$ cat src/rtl/uart_tx_scheduler_if.sv
// uart_tx_scheduler_if
//   Bundles the requester byte streams and the UART send/busy handshake
//   that connect to uart_tx_scheduler.
//
//   ipReqData   8*NUM_REQ  byte from requester i at bits [8i+7:8i]
//   ipReqValid  NUM_REQ    requester i has a byte
//   ipReqLast   NUM_REQ    byte on requester i ends its packet
//   opReqReady  NUM_REQ    byte of requester i accepted on this edge
//   opTxData    8          byte to the UART
//   opTxSend    1          send strobe to the UART
//   ipTxBusy    1          UART busy
//   opGrant     NUM_REQ    one-hot current owner
//   opTimeout   1          one-cycle watchdog abort pulse
//
//   slave  : scheduler side
//   master : requesters + UART side
interface uart_tx_scheduler_if #(
    parameter int NUM_REQ = 4
);
    logic [8*NUM_REQ-1:0] ipReqData;
    logic [NUM_REQ-1:0]   ipReqValid;
    logic [NUM_REQ-1:0]   ipReqLast;
    logic [NUM_REQ-1:0]   opReqReady;
    logic [7:0]           opTxData;
    logic                 opTxSend;
    logic                 ipTxBusy;
    logic [NUM_REQ-1:0]   opGrant;
    logic                 opTimeout;

    modport slave (
        input  ipReqData,
        input  ipReqValid,
        input  ipReqLast,
        input  ipTxBusy,
        output opReqReady,
        output opTxData,
        output opTxSend,
        output opGrant,
        output opTimeout
    );

    modport master (
        output ipReqData,
        output ipReqValid,
        output ipReqLast,
        output ipTxBusy,
        input  opReqReady,
        input  opTxData,
        input  opTxSend,
        input  opGrant,
        input  opTimeout
    );
endinterface

$ cat src/rtl/uart_tx_scheduler.sv
// uart_tx_scheduler
//   Round-robin arbiter sharing one UART transmitter among NUM_REQ byte
//   streams. The owner keeps the grant for one packet or MAX_BURST bytes,
//   whichever ends first. A watchdog abandons a byte whose send strobe is
//   never answered by the UART raising busy.
//
//   ipClk    system clock
//   ipReset  asynchronous active-high reset
//   bus      uart_tx_scheduler_if.slave (requester streams, UART handshake,
//            grant and timeout status)
module uart_tx_scheduler #(
    parameter int NUM_REQ      = 4,
    parameter int MAX_BURST    = 16,
    parameter int SEND_TIMEOUT = 1023
) (
    input  logic                         ipClk,
    input  logic                         ipReset,
    uart_tx_scheduler_if.slave           bus
);

    localparam int IDX_W = $clog2(NUM_REQ);
    localparam int CNT_W = $clog2(MAX_BURST + 1);
    localparam int WDG_W = $clog2(SEND_TIMEOUT + 1);

    typedef enum logic [1:0] {
        IDLE      = 2'd0,
        LOAD      = 2'd1,
        WAIT_IDLE = 2'd2,
        SEND      = 2'd3
    } stateT;

    stateT              stateR,   stateNxt;
    logic [NUM_REQ-1:0] grantR,   grantNxt;
    logic [IDX_W-1:0]   ownerR,   ownerNxt;
    logic [IDX_W-1:0]   ptrR,     ptrNxt;
    logic [7:0]         txDataR,  txDataNxt;
    logic               txSendR,  txSendNxt;
    logic               timeoutR, timeoutNxt;
    logic               lastR,    lastNxt;
    logic [CNT_W-1:0]   countR,   countNxt;
    logic [WDG_W-1:0]   wdogR,    wdogNxt;

    logic [IDX_W-1:0]   candIdx;
    logic [IDX_W-1:0]   pickIdx;
    logic               ownerValid;
    logic               ownerLast;
    logic [7:0]         ownerData;

    // Round-robin pick: scan from farthest to nearest so the first valid
    // requester after the pointer is the one left in pickIdx.
    always_comb begin
        candIdx = '0;
        pickIdx = '0;
        for (int off = NUM_REQ; off >= 1; off--) begin
            candIdx = IDX_W'((int'(ptrR) + off) % NUM_REQ);
            pickIdx = bus.ipReqValid[candIdx] ? candIdx : pickIdx;
        end
    end

    // Current owner's stream, selected by the stored owner index.
    always_comb begin
        ownerValid = bus.ipReqValid[ownerR];
        ownerLast  = bus.ipReqLast[ownerR];
        ownerData  = bus.ipReqData[{ownerR, 3'b000} +: 8];
    end

    // Next-state and next-register logic for the scheduler FSM.
    always_comb begin
        stateNxt   = stateR;
        grantNxt   = grantR;
        ownerNxt   = ownerR;
        ptrNxt     = ptrR;
        txDataNxt  = txDataR;
        txSendNxt  = txSendR;
        timeoutNxt = 1'b0;
        lastNxt    = lastR;
        countNxt   = countR;
        wdogNxt    = wdogR;
        case (stateR)
            IDLE: begin
                if (|bus.ipReqValid) begin
                    grantNxt = {{(NUM_REQ-1){1'b0}}, 1'b1} << pickIdx;
                    ownerNxt = pickIdx;
                    countNxt = '0;
                    stateNxt = LOAD;
                end else begin
                    stateNxt = IDLE;
                end
            end
            LOAD: begin
                if (ownerValid) begin
                    txDataNxt = ownerData;
                    lastNxt   = ownerLast;
                    countNxt  = countR + CNT_W'(1);
                    stateNxt  = WAIT_IDLE;
                end else begin
                    // Owner went quiet mid-packet: give the UART to the next one.
                    grantNxt = '0;
                    ptrNxt   = ownerR;
                    stateNxt = IDLE;
                end
            end
            WAIT_IDLE: begin
                if (!bus.ipTxBusy) begin
                    txSendNxt = 1'b1;
                    wdogNxt   = '0;
                    stateNxt  = SEND;
                end else begin
                    stateNxt = WAIT_IDLE;
                end
            end
            SEND: begin
                if (bus.ipTxBusy) begin
                    txSendNxt = 1'b0;
                    if (lastR || (countR == CNT_W'(MAX_BURST))) begin
                        grantNxt = '0;
                        ptrNxt   = ownerR;
                        stateNxt = IDLE;
                    end else begin
                        stateNxt = LOAD;
                    end
                end else if (wdogR == WDG_W'(SEND_TIMEOUT - 1)) begin
                    // UART never answered: drop the byte, do not retry.
                    txSendNxt  = 1'b0;
                    timeoutNxt = 1'b1;
                    grantNxt   = '0;
                    ptrNxt     = ownerR;
                    stateNxt   = IDLE;
                end else begin
                    wdogNxt = wdogR + WDG_W'(1);
                end
            end
            default: begin
                txSendNxt = 1'b0;
                grantNxt  = '0;
                stateNxt  = IDLE;
            end
        endcase
    end

    // State and datapath registers.
    always_ff @(posedge ipClk or posedge ipReset) begin
        if (ipReset) begin
            stateR   <= IDLE;
            grantR   <= '0;
            ownerR   <= '0;
            ptrR     <= IDX_W'(NUM_REQ - 1);
            txDataR  <= 8'h00;
            txSendR  <= 1'b0;
            timeoutR <= 1'b0;
            lastR    <= 1'b0;
            countR   <= '0;
            wdogR    <= '0;
        end else begin
            stateR   <= stateNxt;
            grantR   <= grantNxt;
            ownerR   <= ownerNxt;
            ptrR     <= ptrNxt;
            txDataR  <= txDataNxt;
            txSendR  <= txSendNxt;
            timeoutR <= timeoutNxt;
            lastR    <= lastNxt;
            countR   <= countNxt;
            wdogR    <= wdogNxt;
        end
    end

    assign bus.opReqReady = (stateR == LOAD) ? grantR : '0;
    assign bus.opGrant    = grantR;
    assign bus.opTxData   = txDataR;
    assign bus.opTxSend   = txSendR;
    assign bus.opTimeout  = timeoutR;

endmodule

$ cat src/flat_wrapper.sv
// flat-port wrapper written by rule: the top's interface ports become plain ports
module uart_tx_scheduler_flat 
#(
    parameter int NUM_REQ      = 4,
    parameter int MAX_BURST    = 16,
    parameter int SEND_TIMEOUT = 1023
)
  (ipClk, ipReset, bus_ipReqData, bus_ipReqValid, bus_ipReqLast, bus_ipTxBusy, bus_opReqReady, bus_opTxData, bus_opTxSend, bus_opGrant, bus_opTimeout);
  uart_tx_scheduler_if #(.NUM_REQ(NUM_REQ)) bus_i ();
  input  logic ipClk;
  input  logic ipReset;
  input wire logic [$bits(bus_i.ipReqData)-1:0] bus_ipReqData;
  input wire logic [$bits(bus_i.ipReqValid)-1:0] bus_ipReqValid;
  input wire logic [$bits(bus_i.ipReqLast)-1:0] bus_ipReqLast;
  input wire logic [$bits(bus_i.ipTxBusy)-1:0] bus_ipTxBusy;
  output wire logic [$bits(bus_i.opReqReady)-1:0] bus_opReqReady;
  output wire logic [$bits(bus_i.opTxData)-1:0] bus_opTxData;
  output wire logic [$bits(bus_i.opTxSend)-1:0] bus_opTxSend;
  output wire logic [$bits(bus_i.opGrant)-1:0] bus_opGrant;
  output wire logic [$bits(bus_i.opTimeout)-1:0] bus_opTimeout;
  assign bus_i.ipReqData = bus_ipReqData;
  assign bus_i.ipReqValid = bus_ipReqValid;
  assign bus_i.ipReqLast = bus_ipReqLast;
  assign bus_i.ipTxBusy = bus_ipTxBusy;
  assign bus_opReqReady = bus_i.opReqReady;
  assign bus_opTxData = bus_i.opTxData;
  assign bus_opTxSend = bus_i.opTxSend;
  assign bus_opGrant = bus_i.opGrant;
  assign bus_opTimeout = bus_i.opTimeout;
  uart_tx_scheduler #(.NUM_REQ(NUM_REQ), .MAX_BURST(MAX_BURST), .SEND_TIMEOUT(SEND_TIMEOUT)) u_core (.ipClk(ipClk), .ipReset(ipReset), .bus(bus_i));
endmodule
$ cat config.mk
export PLATFORM = sky130hd
export DESIGN_NAME = uart_tx_scheduler_flat
export DESIGN_NICKNAME = d
export VERILOG_FILES = /design/src/rtl/uart_tx_scheduler_if.sv /design/src/rtl/uart_tx_scheduler.sv /design/src/flat_wrapper.sv
export SDC_FILE = /design/constraint.sdc
export NUM_CORES = 1
export LEC_CHECK = 0
export CAP_MARGIN = 15
export CORE_ASPECT_RATIO = 0.9
export CORE_MARGIN = 3
export CORE_UTILIZATION = 51
export CTS_CLUSTER_DIAMETER = 40
export DETAILED_ROUTE_END_ITERATION = 7
export PLACE_DENSITY = 0.85
export SYNTH_ARGS = -nofsm -noshare
export SYNTH_HDL_FRONTEND = slang
export SYNTH_SLANG_ARGS = --single-unit
$ cat constraint.sdc
create_clock -name ipClk -period 2.6 [get_ports ipClk]
set_input_delay 0.39 -clock ipClk [delete_from_list [all_inputs] [get_ports ipClk]]
set_output_delay 0.39 -clock ipClk [all_outputs]
set_load 0.05 [all_outputs]
# Yosys cells after proc, flatten, opt, wreduce, memory -nomap -nowiden
# Cells that the tools add are included.
# W data, S select, Z words.
[totals]
inputBits = 43
n_memories = 0
mem_bits_ro = 0
word_cells = 99
latchBits = 0
output_inout_bits = 18
ramBits = 0
register_bits = 36
[classes]
order_cmp = 5
eq_ne = 13
n_mul = 0
shifts = 2
n_reduce_logical = 14
div = 0
add_sub_neg = 6
bitwise_logic = 0
mux = 49
[op_table]
columns = ["operator", "count"]
rows = [
  ["$shiftx A32 B6 Y8", 1],
  ["$mux W10", 3],
  ["$mux W4", 6],
  ["$mux W2", 11],
  ["$pmux W10 S2", 1],
  ["$lt A2 B3 Y1 const B", 5],
  ["$mux W1", 15],
  ["$bmux W1 S2", 6],
  ["$pmux W4 S3", 1],
  ["$add A10 B1 Y10 const B", 1],
  ["$eq A10 B10 Y1 const B", 1],
  ["$mux W5", 2],
  ["$pmux W5 S2", 1],
  ["$ne A2 B2 Y1 const B", 4],
  ["$pmux W2 S4", 1],
  ["$reduce_and A4 Y1", 2],
  ["$ne A3 B2 Y1 const B", 2],
  ["$reduce_and A3 Y1", 2],
  ["$reduce_bool A2 Y1", 3],
  ["$add A5 B1 Y5 const B", 1],
  ["$eq A5 B5 Y1 const B", 1],
  ["$reduce_and A5 Y1", 1],
  ["$add A2 B1 Y2 const B", 2],
  ["$add A2 B2 Y2 const B", 2],
  ["other kinds (11)", 14],
]

# Depth between registers and ports, before layout
[depth]
ltp_word = 10
mapped_depth = 7
ltp_nobuf = 6

# Worst setup path after synthesis
# OpenSTA, ideal clock, no wires.
[synth_path]
kind = "register to output"
startpoint = "register u_core.grantR[2] (netlist: u_core.bus.opGrant[2])"
endpoint = "output port bus_opReqReady[2]"
t_required_ns = 2.210
n_path_buf = 0
t_arrival_ns = 1.774
path_stages_with_launch = 3
path_slack_ns = 0.436
path_cell_list = "dfrtp_1 -> inv_1 -> nor3_1"
[synth_between]
elab_chain_len = 1
[synth_lines]
columns = ["element", "line", "text"]
rows = [
  ["start: declaration", "uart_tx_scheduler.sv:33", "logic [NUM_REQ-1:0] grantR, grantNxt;"],
  ["start signal: assignment", "uart_tx_scheduler.sv:156", "grantR <= grantNxt;"],
  ["$mux W4", "uart_tx_scheduler.sv:168", "assign bus.opReqReady = (stateR == LOAD) ? grantR : '0;"],
  ["end: declaration", "flat_wrapper.sv:16", "output wire logic [$bits(bus_i.opReqReady)-1:0] bus_opReqReady;"],
]
# No other way between the ends.

# Final worst setup path
[layout_path]
startpoint = "register u_core.stateR[0]"
endpoint = "output port bus_opReqReady[3]"
[layout_between]
elab_chain_len = 2
[layout_lines]
columns = ["element", "line", "text"]
rows = [
  ["start: declaration", "uart_tx_scheduler.sv:32", "stateT stateR, stateNxt;"],
  ["start signal: assignment", "uart_tx_scheduler.sv:155", "stateR <= stateNxt;"],
  ["$eq A2 B1 Y1", "uart_tx_scheduler.sv:168", ""],
  ["$mux W4", "uart_tx_scheduler.sv:168", ""],
]
# No other way between the ends.

==> summary.txt <==
Outcome
  • Status: completed

Timing
  • Slew Limit Fails: 0
  • Setup ws final: 163 ps
  • Endpoints failing hold: 0
  • Slew @ Worst Pin: 520 ps
  • Min Tclk post-route: 2440 ps
  • Final setup viols: 0
  • RSZ-0062 raised after global routing: no
  • FMAX: 0.410 GHz
  • Fin Setup TNS: 0 ps
  • Slew headroom: 0.652
  • Final Cycle Share: 0.937
  • Clock Skews: 8.85 ps

Critical path
  • Max incr delay on CP: 840 ps
  • Cells along the critical path: inv_1, nor3_1, clkdlybuf4s50_1
  • WP data required: 2210 ps
  • Family with the most delay on the worst path: buffers and inverters
  • Critical path startpoint category: flip-flop
  • Critical path fanouts, max: 9
  • Worst setup EP type: output pin
  • Slowest CP cell: clkdlybuf4s50_1
  • Worst Path Class, Setup: flip-flop to output pin
  • CP Data Arrival Time: 2050 ps
  • Worst path buffer plus inverter count: 2

Drt
  • Routed Antenna Nets: 0
  • Post-Route WL: 4.82 mm
  • Total number of vias: 1751
  • First-pass DRT Iterations: 4
  • Starting DRT DRC Count: 87
  • Remaining DRCs: 0
  • Vias per cell: 5.88
  • Wire per inst: 16.2 microns

Final layout
  • Nets: 298
  • Share of cells above drive strength 1: 0.143
  • N_diodes: 0
  • Area Growth Syn to Fin: 33.3%

CTS
  • H-tree levels: 2
  • CTS Sinks: 36
  • Hold_buf cts: 0
  • TritonCTS clock tree: built
  • CTS buffer count: 5
  • Skew-Pair Late Insertion Delay: 290 ps
  • Clock transition at path regs: 70 ps
  • Post-CTS Setup Inserts: 0
  • # resized after CTS: 0
  • Clk buf depth: 2
  • Clock Tree Root: clkbuf_8

Synth
  • Syn. warnings: 0
  • Mapped cell area: 2100 sq um
  • Post-synth EDFFs: 0
  • Top-count cell post-synth: dfrtp_1
  • Synth top area share: 0.406
  • Top FF cell, synth: dfrtp_1
  • Syn_area_per_cell: 11.0 sq um
  • Top post-synthesis cells by count: dfrtp_1, nand2_1, inv_1, o21ai_0, mux4_2
  • Syn_nets: 238
  • Synth top area cells: dfrtp_1, mux4_2, mux2_4
  • Ys async rst share: 1.00
  • Gate Count Post-Synth: 191
  • Leading area contributor after synthesis: dfrtp_1
  • Flop and latch count out of synthesis: 36
  • Post-synthesis cell type count: 44
  • Register area share after synthesis: 0.431

Floorplan
  • Num ports: 61
  • Cell Rows: 21
  • Vert. Die Dim: 66.8 microns
  • Die area: 4920 sq um
  • Die Wd: 73.6 microns
  • Initial Utilization: 0.546
  • Core area: 3840 sq um

Place
  • Post-placement setup slack: 347 ps
  • Detailed placement HPWL: 3.76 mm
  • Gpl congestion: 0.843
  • I/O Buffers: 60

Worst hold path
  • Hold Crit Class: flip-flop to flip-flop

Global routing
  • Number of global-route vias before repair: 1809
  • Largest net degree at the start of global routing: 37
  • Congestion Overflow GR: 0
  • Initial antenna violation count: 0
  • GRT Util Overall: 0.221
  • First-pass GRT wire length: 8.24 mm

Power and ir drop
  • Peak VDD IR: 0.699 mV
  • Leakage power: 1.18 nW
  • Cell area power density: 1060 nW/um^2

Flow run
  • Max Cap Viol: 0
[stage by stage]
| stage | hold WS, ps | cell area, sq um | utilization | power (mW) | std cells |
|---|---|---|---|---|---|
| after global placement | 475 | 2700 | 0.705 | 2.51 | 290 |
| after global routing | 511 | 2790 | 0.728 | 3.16 | 298 |
| after detailed placement | 487 | 2700 | 0.705 | 2.57 | 290 |
| after floorplan | 437 | 2100 | - | 2.12 | 191 |
| final | 486 | 2790 | 0.728 | 2.97 | 298 |
| after CTS | 496 | 2790 | 0.728 | 3.00 | 298 |
[placed cells by master (no fill, tap or decap), types with 2 or more instances in the layout]
cell type	netlist	final
dfstp_2	2	2
dfrtp_1	34	34
ha_1	4	4
nand3_1	9	9
o22ai_1	4	4
a31oi_1	3	3
clkdlybuf4s50_1	0	60
and4_1	4	4
mux2_2	6	6
o2bb2ai_1	2	2
nor2b_1	2	2
nor3_1	5	5
mux2_4	5	5
a21oi_1	7	7
nand4_1	3	3
buf_4	1	2
clkbuf_1	1	2
nand2b_1	4	4
nand2_1	16	16
o21ai_0	12	12
mux4_2	10	10
inv_1	12	12
clkbuf_8	0	6
nor2_1	9	9
a311o_1	2	2
mux2i_1	6	6
or4_1	3	3
nand3b_1	2	2
[routing by layer]
metal	part of all wire	wire length, microns	vias to the layer above	GRT usage
li1	-	-	827	-
met4	0.0060	29	0	0.0339
met1	0.43	2070	860	0.283
met3	0.076	365	4	0.0814
met2	0.49	2360	60	0.364
met5	0	0	-	0
[path summary, 6_finish.rpt]
| kind | depth (start not counted) | slack [ps] | startpoint | end |
|---|---|---|---|---|
| worst max-delay path | 3 | 160 | u_core.stateR[0] | bus_opReqReady[3] |
| worst min-delay path | 1 | 490 | u_core.countR[4] | u_core.countR[4] |
| worst max register to register | 4 | 500 | u_core.ownerR[1] | u_core.ptrR[1] |
| worst min register to register | 1 | 490 | u_core.countR[4] | u_core.countR[4] |
| max in group asynchronous | 3 | 1760 | ipReset | u_core.ptrR[1] |
| min in group asynchronous | 3 | 500 | ipReset | u_core.wdogR[8] |
[flip-flops by register name, indices dropped and copies added (netlist names), named ones only]
signal / flops
u_core.bus.opGrant: 4
u_core.bus.opTimeout: 1
u_core.bus.opTxData: 8
u_core.bus.opTxSend: 1
u_core.countR: 5
u_core.lastR: 1
u_core.ownerR: 2
u_core.ptrR: 2
u_core.stateR: 1
u_core.wdogR: 10
[final cells by class]
type                       count  area (sq um)
multi-input combinational    134          1080
clock buffer                   8          90.1
inverter                      12          45.0
timing repair buffer          62           616
fill                         276          1040
sequential                    36           903
tap                           46          57.6
[power by group]
part	switching [mW]	internal, mW
sequential	0.218	0.760
combinational	0.881	0.705
clock	0.195	0.216
[worst register-to-register path: cells and delay by family (launching register included)]
kind / cells / cell delay, ps
and+or+nand+nor: 1 / 170
muxes: 2 / 970
DFF: 1 / 650
AOI/OAI and AO/OA: 1 / 230
[kinds of logic (layout without fill, tap and decap cells)]
logic type	count (synthesis)	count (layout)	share of synthesized area
compound gates	38	38	0.118
fa+ha+maj	4	4	0.0239
buf+inv	21	82	0.0525
flops	36	36	0.431
mux	27	27	0.204
simple gates	65	65	0.171
(Power assumes the default switching activity.)
